--- config.mk ---
export PLATFORM = sky130hd
export DESIGN_NAME = rom_mapper_detect
export DESIGN_NICKNAME = d
export VERILOG_FILES = /design/src/rtl/msx_pkg.sv /design/src/rtl/mapper_score_fsm.sv /design/src/rtl/rom_mapper_detect.sv
export SDC_FILE = /design/constraint.sdc
export NUM_CORES = 1
export LEC_CHECK = 0
export ABC_AREA = 1
export ABC_CLOCK_PERIOD_IN_PS = 9600
export CORE_MARGIN = 2
export CORE_UTILIZATION = 45
export CTS_BUF_LIST = sky130_fd_sc_hd__clkbuf_8
export CTS_CLUSTER_DIAMETER = 50
export DETAILED_ROUTE_END_ITERATION = 10
export PLACE_DENSITY_LB_ADDON = 0.1
export SLEW_MARGIN = 25
export SYNTH_ARGS = -nofsm -noshare
export SYNTH_HDL_FRONTEND = slang
export SYNTH_HIERARCHICAL = 1
export SYNTH_SLANG_ARGS = --single-unit
--- constraint.sdc ---
create_clock -name clk -period 9.6 [get_ports clk]
set_input_delay 2.4 -clock clk [delete_from_list [all_inputs] [get_ports clk]]
set_output_delay 2.4 -clock clk [all_outputs]
set_load 0.01 [all_outputs]
--- src/rtl/msx_pkg.sv ---
// Shared MSX cartridge definitions: mapper codes, opcode-scan states,
// the write-address table used to score mapper types, and score helpers.
package msx_pkg;

   typedef enum logic [2:0] {
      MAP_UNKNOWN = 3'd0,
      MAP_NONE    = 3'd1,
      MAP_GM2     = 3'd2,
      MAP_KONAMI  = 3'd3,
      MAP_SCC     = 3'd4,
      MAP_ASCII8  = 3'd5,
      MAP_ASCII16 = 3'd6
   } mapper_t;

   typedef enum logic [1:0] {
      S_IDLE = 2'd0,
      S_OP   = 2'd1,
      S_LO   = 2'd2
   } opc_state_t;

   typedef enum logic {
      P_RUN    = 1'b0,
      P_DECIDE = 1'b1
   } phase_t;

   // Z80 "LD (nn),A": the bank-switch write we look for
   localparam logic [7:0] OPC_LD_NN_A = 8'h32;

   localparam logic [15:0] A_KON_4000 = 16'h4000;
   localparam logic [15:0] A_KON_8000 = 16'h8000;
   localparam logic [15:0] A_KON_A000 = 16'hA000;
   localparam logic [15:0] A_SCC_5000 = 16'h5000;
   localparam logic [15:0] A_SCC_9000 = 16'h9000;
   localparam logic [15:0] A_SCC_B000 = 16'hB000;
   localparam logic [15:0] A_A8_6800  = 16'h6800;
   localparam logic [15:0] A_A8_7800  = 16'h7800;
   localparam logic [15:0] A_A16_77FF = 16'h77FF;
   localparam logic [15:0] A_MIX_6000 = 16'h6000;
   localparam logic [15:0] A_MIX_7000 = 16'h7000;

   // images up to 64 KB fit the slot without a mapper
   localparam logic [26:0] NONE_MAX_SIZE = 27'h10000;

   typedef struct packed {
      logic scc;
      logic kon;
      logic a8;
      logic a16;
   } hit_t;

   typedef struct packed {
      logic [7:0] scc;
      logic [7:0] kon;
      logic [7:0] a8;
      logic [7:0] a16;
   } score_t;

   function automatic hit_t score_hit(input logic [15:0] a);
      hit_t h;
      h = '0;
      unique case (a)
         A_KON_4000, A_KON_8000, A_KON_A000: h.kon = 1'b1;
         A_SCC_5000, A_SCC_9000, A_SCC_B000: h.scc = 1'b1;
         A_A8_6800, A_A8_7800:               h.a8  = 1'b1;
         A_A16_77FF:                         h.a16 = 1'b1;
         A_MIX_6000: begin
            h.kon = 1'b1;
            h.a8  = 1'b1;
            h.a16 = 1'b1;
         end
         A_MIX_7000: begin
            h.scc = 1'b1;
            h.a8  = 1'b1;
            h.a16 = 1'b1;
         end
         default: h = '0;
      endcase
      return h;
   endfunction

   function automatic logic [7:0] sat_inc(input logic [7:0] c,
                                          input logic       en);
      return (en && c != 8'hFF) ? c + 8'd1 : c;
   endfunction

endpackage

--- src/rtl/mapper_score_fsm.sv ---
// Opcode scanner: finds LD (nn),A in the byte stream and scores nn.
// Ports: clear (download start), accept/addr/data (byte), score (counters).
module mapper_score_fsm
   import msx_pkg::*;
(
   input  logic        clk,
   input  logic        reset_n,
   input  logic        clear,
   input  logic        accept,
   input  logic [26:0] addr,
   input  logic [7:0]  data,
   output score_t      score
);

   opc_state_t  state_q, state_d;
   opc_state_t  st;
   logic [7:0]  lo_q, lo_d;
   logic [26:0] prev_q, prev_d;
   score_t      score_q, score_d;
   hit_t        hit;

   always_comb begin
      lo_d    = lo_q;
      prev_d  = prev_q;
      hit     = '0;
      score_d = clear ? '0 : score_q;
      // an address gap breaks any opcode in flight; the byte restarts
      // the scan from IDLE (a start-cycle byte does the same)
      st = state_q;
      if (clear || (accept && addr != prev_q + 27'd1)) begin
         st = S_IDLE;
      end
      state_d = st;
      if (accept) begin
         prev_d = addr;
         unique case (st)
            S_IDLE: begin
               if (data == OPC_LD_NN_A) state_d = S_OP;
            end
            S_OP: begin
               lo_d    = data;
               state_d = S_LO;
            end
            S_LO: begin
               hit         = score_hit({data, lo_q});
               score_d.scc = sat_inc(score_d.scc, hit.scc);
               score_d.kon = sat_inc(score_d.kon, hit.kon);
               score_d.a8  = sat_inc(score_d.a8, hit.a8);
               score_d.a16 = sat_inc(score_d.a16, hit.a16);
               state_d     = S_IDLE;
            end
            default: state_d = S_IDLE;
         endcase
      end
   end

   always_ff @(posedge clk or negedge reset_n) begin
      if (!reset_n) begin
         state_q <= S_IDLE;
         lo_q    <= '0;
         prev_q  <= '0;
         score_q <= '0;
      end else begin
         state_q <= state_d;
         lo_q    <= lo_d;
         prev_q  <= prev_d;
         score_q <= score_d;
      end
   end

   assign score = score_q;

endmodule

--- src/rtl/rom_mapper_detect.sv ---
// Guesses the MSX ROM mapper of a cartridge image while it downloads.
// Ports: clk, reset_n, rom_dl/ioctl_* (download), mapper/rom_size/valid/done.
module rom_mapper_detect
   import msx_pkg::*;
(
   input  logic        clk,
   input  logic        reset_n,
   input  logic        rom_dl,
   input  logic        ioctl_wr,
   input  logic [26:0] ioctl_addr,
   input  logic [7:0]  ioctl_dout,
   output logic [2:0]  mapper,
   output logic [26:0] rom_size,
   output logic        valid,
   output logic        done
);

   logic        rom_dl_q;
   phase_t      phase_q, phase_d;
   logic [26:0] size_q, size_d;
   mapper_t     mapper_q, mapper_d;
   logic [26:0] rom_size_q, rom_size_d;
   logic        valid_q, valid_d;
   logic        done_q, done_d;

   logic        start;
   logic        fall;
   logic        accept;
   logic [26:0] next_size;
   score_t      score;
   mapper_t     pick;
   logic [7:0]  best_cnt;

   assign start     = rom_dl & ~rom_dl_q;
   assign fall      = ~rom_dl & rom_dl_q;
   assign accept    = ioctl_wr & rom_dl;
   assign next_size = ioctl_addr + 27'd1;

   mapper_score_fsm u_score (
      .clk     (clk),
      .reset_n (reset_n),
      .clear   (start),
      .accept  (accept),
      .addr    (ioctl_addr),
      .data    (ioctl_dout),
      .score   (score)
   );

   // strict '>' keeps the earlier type on ties: SCC, Konami, ASCII8, ASCII16
   always_comb begin
      best_cnt = score.scc;
      pick     = MAP_SCC;
      if (score.kon > best_cnt) begin
         best_cnt = score.kon;
         pick     = MAP_KONAMI;
      end
      if (score.a8 > best_cnt) begin
         best_cnt = score.a8;
         pick     = MAP_ASCII8;
      end
      if (score.a16 > best_cnt) begin
         best_cnt = score.a16;
         pick     = MAP_ASCII16;
      end
      if (size_q <= NONE_MAX_SIZE) begin
         pick = MAP_NONE;
      end else if (best_cnt == 8'd0) begin
         pick = MAP_UNKNOWN;
      end
   end

   always_comb begin
      phase_d    = fall ? P_DECIDE : P_RUN;
      size_d     = start ? '0 : size_q;
      mapper_d   = mapper_q;
      rom_size_d = rom_size_q;
      valid_d    = valid_q;
      done_d     = 1'b0;
      if (accept && next_size > size_d) begin
         size_d = next_size;
      end
      // a new download arriving on the DECIDE cycle drops the decision
      if (start) begin
         valid_d = 1'b0;
      end else if (phase_q == P_DECIDE) begin
         mapper_d   = pick;
         rom_size_d = size_q;
         valid_d    = 1'b1;
         done_d     = 1'b1;
      end
   end

   always_ff @(posedge clk or negedge reset_n) begin
      if (!reset_n) begin
         rom_dl_q   <= 1'b0;
         phase_q    <= P_RUN;
         size_q     <= '0;
         mapper_q   <= MAP_UNKNOWN;
         rom_size_q <= '0;
         valid_q    <= 1'b0;
         done_q     <= 1'b0;
      end else begin
         rom_dl_q   <= rom_dl;
         phase_q    <= phase_d;
         size_q     <= size_d;
         mapper_q   <= mapper_d;
         rom_size_q <= rom_size_d;
         valid_q    <= valid_d;
         done_q     <= done_d;
      end
   end

   assign mapper   = mapper_q;
   assign rom_size = rom_size_q;
   assign valid    = valid_q;
   assign done     = done_q;

endmodule

# After elaboration in Yosys (flattened, before gate mapping)
# Cells that the tools add are included.
dict set report totals {
  ff_bits 130
  inputBits 39
  out_inout_bits 32
}
dict set report classes {
  magnitude_cmp 5
  bitwise_logic 6
  n_eq_ne 19
  mux 38
  reduce_logical 16
  addsub 6
}
# cell count
set op_table {}
lappend op_table {{$eq 16x15->1 const B} 7}
lappend op_table {{$mux 32} 3}
lappend op_table {{$eq 16x16->1 const B} 4}
lappend op_table {{$mux 8} 7}
lappend op_table {{$add 27x1->27 const B} 2}
lappend op_table {{$mux 27} 2}
lappend op_table {{$add 8x1->8 const B} 4}
lappend op_table {{$ne 8x8->1 const B} 4}
lappend op_table {{$gt 27x27->1} 1}
lappend op_table {{$le 27x17->1 const B} 1}
lappend op_table {{$ne 27x27->1} 1}
lappend op_table {{$gt 8x8->1} 3}
lappend op_table {{$mux 1} 17}
lappend op_table {{$mux 3} 5}
lappend op_table {{$reduce_or 4->1} 3}
lappend op_table {{$eq 8x6->1 const B} 1}
lappend op_table {{$logic_not 8->1} 1}
lappend op_table {{$logic_and 1x1->1} 6}
lappend op_table {{$mux 2} 3}
lappend op_table {{$pmux 2 s2} 1}
lappend op_table {{$reduce_and 2->1} 2}
lappend op_table {{$and 1x1->1} 3}
lappend op_table {{$not 1->1} 3}
lappend op_table {{$reduce_or 3->1} 1}
lappend op_table {{5 further kinds} 5}

# Depth between registers and ports, before layout
dict set report depth {
  ltp_word 12
  ltp_mapped 37
  depth_no_buf 37
}

# By module
# Netlist, hierarchy kept.
# module area_each_um2 n_inst cells_per_inst
set modules_own_cells {}
lappend modules_own_cells {mapper_score_fsm 4827.1 1 747}
lappend modules_own_cells {rom_mapper_detect 4768.3 1 670}

# Worst setup path after synthesis
# No wires, ideal clock.
dict set report synth_timing {
  path_kind {input to register}
  startpoint {input port rom_dl}
  endpoint {register u_score.score_q, in the netlist u_score/score[23]}
  arrival_time_ns 5.097
  path_buffers 4
  setup_time_ns 0.122
  path_stages 20
  slack_ns 4.381
  path_cell_list {nand2_1 > inv_1 > clkbuf_1 > clkbuf_1 > buf_2 > inv_2 > buf_2 > nand2_1 > inv_1 > ha_1 > nand3_1 > nor3_1 > nand3_1 > nand2_1 > nor2_1 > nand4_1 > nor3_1 > nand3_1 > nor3_1 > nor2_1}
}
# item line
set synth_lines {}
lappend synth_lines {{start, declared} rom_mapper_detect.sv:8} ;# input logic rom_dl,
lappend synth_lines {{end signal, assigned} mapper_score_fsm.sv:67} ;# score_q <= score_d;
lappend synth_lines {{end, declared} mapper_score_fsm.sv:19} ;# score_t score_q, score_d;

# Final worst setup path
dict set report layout_timing {
  startpoint {input port ioctl_addr[0]}
  endpoint {register size_q[7]}
}
dict set report layout_via {
  elab_chain_cells 4
}
# item line
set layout_lines {}
lappend layout_lines {{start, declared} rom_mapper_detect.sv:10} ;# input logic [26:0] ioctl_addr,
lappend layout_lines {{$add 27x1->27 (*)} rom_mapper_detect.sv:37} ;# assign next_size = ioctl_addr + 27'd1;
lappend layout_lines {{$gt 27x27->1} rom_mapper_detect.sv:79} ;# if (accept && next_size > size_d) begin
lappend layout_lines {{$logic_and 1x1->1} rom_mapper_detect.sv:79}
lappend layout_lines {{$mux 27 (*)} rom_mapper_detect.sv:79}
lappend layout_lines {{named net size_d[7]} rom_mapper_detect.sv:20} ;# logic [26:0] size_q, size_d;
lappend layout_lines {{end signal, assigned} rom_mapper_detect.sv:105} ;# size_q <= size_d;
lappend layout_lines {{end, declared} rom_mapper_detect.sv:20}
# The timed path passes the listed nets; every way through them passes the cells marked *.
# A chain may end at the register's enable or synchronous reset.

==> results.sh <==
export IMPL_antennaDiodeCount=0
export IMPL_largest_area_contributor_in_the_netlist="sky130_fd_sc_hd__dfrtp_1"
export IMPL_floorplan_initialDensity=0.4579
export IMPL_wl_mm=23.62
export IMPL_synth_edff_count=0
export IMPL_postSynth_asyncResetShare=1.000
export IMPL_outcome="completed"
export IMPL_place_detailed_instances=1738
export IMPL_first_global_vias=7934
export IMPL_timing_final_max_slew_violations=0
export IMPL_setup_slack_ns=3.862
export IMPL_synth_seq_cells=130
export IMPL_gr_total_overflow=0
export IMPL_place_worst_setup_slack_ns=3.403
export IMPL_ctsLongestPathBuffers=2
export IMPL_measured_slew_at_the_worst_slew_check_pin_ns=0.9207
export IMPL_die_y_microns=150.0
export IMPL_timing_critical_path_cells="clkdlybuf4s50_1 -> ha_1 -> nand3_2 -> nor3_4 -> nand2_4 -> nor2_4 -> nand4_4 -> nor2_4 -> nand2_2 -> xnor2_2 -> ha_1 -> a21oi_1 -> o21a_1 -> o221ai_1 -> a21oi_1 -> nand2_1 -> nand2_1 -> buf_4 -> o21ai_0"
export IMPL_cts_repair_resize_count=0
export IMPL_syn_cell_area_sq_um=9595
export IMPL_drive_above_1_share=0.05284
export IMPL_synth_top_area_frac=0.3390
export IMPL_unique_masters_post_synth=43
export IMPL_cts_max_level=4
export IMPL_fin_skew_ns=0.02666
export IMPL_ctsHoldBuffers=0
export IMPL_synth_cells_most_frequent="sky130_fd_sc_hd__nand2_1, sky130_fd_sc_hd__inv_1, sky130_fd_sc_hd__nor2_1, sky130_fd_sc_hd__dfrtp_1"
export IMPL_floorplan_die_width_microns=150.0
export IMPL_synth_seq_area_share=0.3390
export IMPL_worst_hold_path_type="register to register"
export IMPL_worst_skew_pair_late_latency_ns=0.47
export IMPL_critical_path_max_stage_delay_ns=0.65
export IMPL_track_usage=0.2210
export IMPL_crit_required_ns=9.92
export IMPL_routedWlPerCell_microns=13.34
export IMPL_cell_with_the_largest_stage_delay_on_the_worst_path="sky130_fd_sc_hd__clkdlybuf4s50_1"
export IMPL_core_area_sq_um=20960
export IMPL_syn_avg_cell_area_sq_um=6.772
export IMPL_globalplace_congestion=0.8904
export IMPL_syn_to_final_growth_pct=13.57
export IMPL_post_route_min_period_ns=5.738
export IMPL_critical_path_max_fanout=54
export IMPL_timing_final_hold_violations=0
export IMPL_max_cap_viols=0
export IMPL_cell_with_the_most_instances_after_synthesis="sky130_fd_sc_hd__nand2_1"
export IMPL_postSynthCellCount=1417
export IMPL_worstPathBufferInverterCount=2
export IMPL_layout_cells_non_filler=1770
export IMPL_peakVddDrop_uv=84.45
export IMPL_vias=8764
export IMPL_final_antenna_net_count=0
export IMPL_rows=53
export IMPL_static_leakage_power_nw=5.366
export IMPL_fmax_mhz=174.3
export IMPL_timing_critical_path_max_delay_family="simple AND/OR/NAND/NOR gates"
export IMPL_pin_count=71
export IMPL_critical_path_class="input port to register"
export IMPL_power_density_cell_area_nw_per_um2=134.1
export IMPL_count_of_routing_violations_after_the_opening_detailed_route_iteration=515
export IMPL_clock_sink_count=130
export IMPL_synth_net_count=1513
export IMPL_ctsRootBufferMaster="sky130_fd_sc_hd__clkbuf_8"
export IMPL_worst_ep_arrival_time_ns=6.06
export IMPL_grt_first_pass_wirelength_mm=39.85
export IMPL_cts_made_buffers=17
export IMPL_worst_slew_margin_rel=0.3862
export IMPL_finalCritPeriodShare=0.5977
export IMPL_grt_max_degree=70
export IMPL_antenna_found_initial=0
export IMPL_design_die_area_sq_um=22510
export IMPL_critical_path_startpoint_type="input port"
export IMPL_post_drt_via_cell_ratio=4.951
export IMPL_p_total_w=0.001461
export IMPL_setup_fix_buffers_added_after_clock_tree_synthesis=0
export IMPL_rsz0062_at_grt="false"
export IMPL_cts_clk_pin_slew_worst_paths_ns=0.08
export IMPL_setup_viol=0
export IMPL_cts_tree="yes"
export IMPL_post_route_drc_count=0
export IMPL_totalNegativeSetupSlack_ns=0
export IMPL_worst_setup_path_end_kind="register"
export IMPL_synth_top_flop_cell="sky130_fd_sc_hd__dfrtp_1"
export IMPL_num_nets_final=1578
export IMPL_yosysWarningCount=6
export IMPL_drt_first_pass_iters=5
export IMPL_dp_hpwl_mm=17.87
export IMPL_ys_top_cells_by_area="sky130_fd_sc_hd__dfrtp_1, sky130_fd_sc_hd__nand2_1, sky130_fd_sc_hd__inv_1"
export IMPL_io_buffers=70
-- worst register-to-register path, delay by kind of cell (launching register included) --
kind / cells / cell delay (ns)
compound gates: 3 / 0.45
fa+ha+maj: 3 / 0.88
flops: 1 / 0.45
buf+inv: 3 / 0.36
simple gates: 20 / 2.51
-- cells by family after synthesis --
kind of cell,synth area share
xor+xnor,0.04785
mux,0.001173
buf+inv,0.1044
simple gates,0.3660
compound gates,0.06715
flops,0.3390
fa+ha+maj,0.07432
-- through the flow --
step           hold slack [ns]  area [sq um]  utilization
5_1_grt                 0.5102         10900       0.5201
6_report                0.4861         10900       0.5201
4_1_cts                 0.4900         10900       0.5201
2_1_floorplan           0.4437          9595            -
3_3_place_gp            0.4658         10540       0.5028
3_5_place_dp            0.4706         10540       0.5028
-- placed cells by master, fill, tap and decap left out, types with 6 or more instances in the layout --
master and instances:
sky130_fd_sc_hd__nand2_1 380, sky130_fd_sc_hd__inv_1 226, sky130_fd_sc_hd__nor2_1 212, sky130_fd_sc_hd__dfrtp_1 130, sky130_fd_sc_hd__clkdlybuf4s50_1 69, sky130_fd_sc_hd__o21ai_0 65, sky130_fd_sc_hd__nand3_1 65, sky130_fd_sc_hd__ha_1 57
sky130_fd_sc_hd__nor3_1 44, sky130_fd_sc_hd__a21oi_1 37, sky130_fd_sc_hd__nand4_1 36, sky130_fd_sc_hd__xor2_1 29, sky130_fd_sc_hd__xnor2_1 19, sky130_fd_sc_hd__clkbuf_8 19, sky130_fd_sc_hd__nor4_1 16, sky130_fd_sc_hd__nand2_2 7
sky130_fd_sc_hd__and2_1 6, sky130_fd_sc_hd__nor2_4 6, sky130_fd_sc_hd__or2_2 6, sky130_fd_sc_hd__nand3b_1 6
-- layout make-up --
| class | count | area, sq um |
|---|---|---|
| repair buffers | 75 | 739.5 |
| flip-flops and latches | 130 | 3253 |
| well taps | 275 | 344.1 |
| inverters | 229 | 859.6 |
| multi-input cells | 1029 | 5340 |
| fillers | 2140 | 10060 |
| clock buffers | 19 | 261.5 |
| clock inverters | 13 | 100.1 |
-- state kept, by name, summed over array words and instances, names as in the netlist --
| register | flops |
|---|---|
| done | 1 |
| mapper | 3 |
| phase_q | 1 |
| rom_dl_q | 1 |
| rom_size | 27 |
| size_q | 27 |
| u_score/lo_q | 8 |
| u_score/prev_q | 27 |
| u_score/score | 32 |
| u_score/state_q | 2 |
| valid | 1 |
-- routing by layer --
layer  up-vias  track usage  part of all wire
met3        25      0.02713             0.039
met5         -            0                 0
met1      3952       0.3405              0.53
met4         0      0.05660             0.011
met2       193       0.3253              0.42
li1       4594            -                 -
-- path summary, 6_finish.rpt --
check | start | cells past startpoint | slack [ns] | to
max in group asynchronous | reset_n | 2 | 6.34 | u_score/score[20]
max reg2reg | u_score/score[30] | 29 | 4.89 | mapper[1]
max | ioctl_addr[0] | 19 | 3.86 | size_q[7]
min reg2reg | rom_size[7] | 2 | 0.49 | rom_size[7]
min | rom_size[7] | 2 | 0.49 | rom_size[7]
min in group asynchronous | reset_n | 1 | 1.91 | size_q[0]
-- power by group --
part	total, W	switching [W]	leakage, nW	internal, W
clock	0.000446	0.000250	0.172	0.000195
sequential	0.000652	0.0000417	1.71	0.000611
combinational	0.000363	0.000207	3.49	0.000156
total	0.00146	0.000499	5.37	0.000962
No activity file was read; power rests on OpenSTA's default activity.
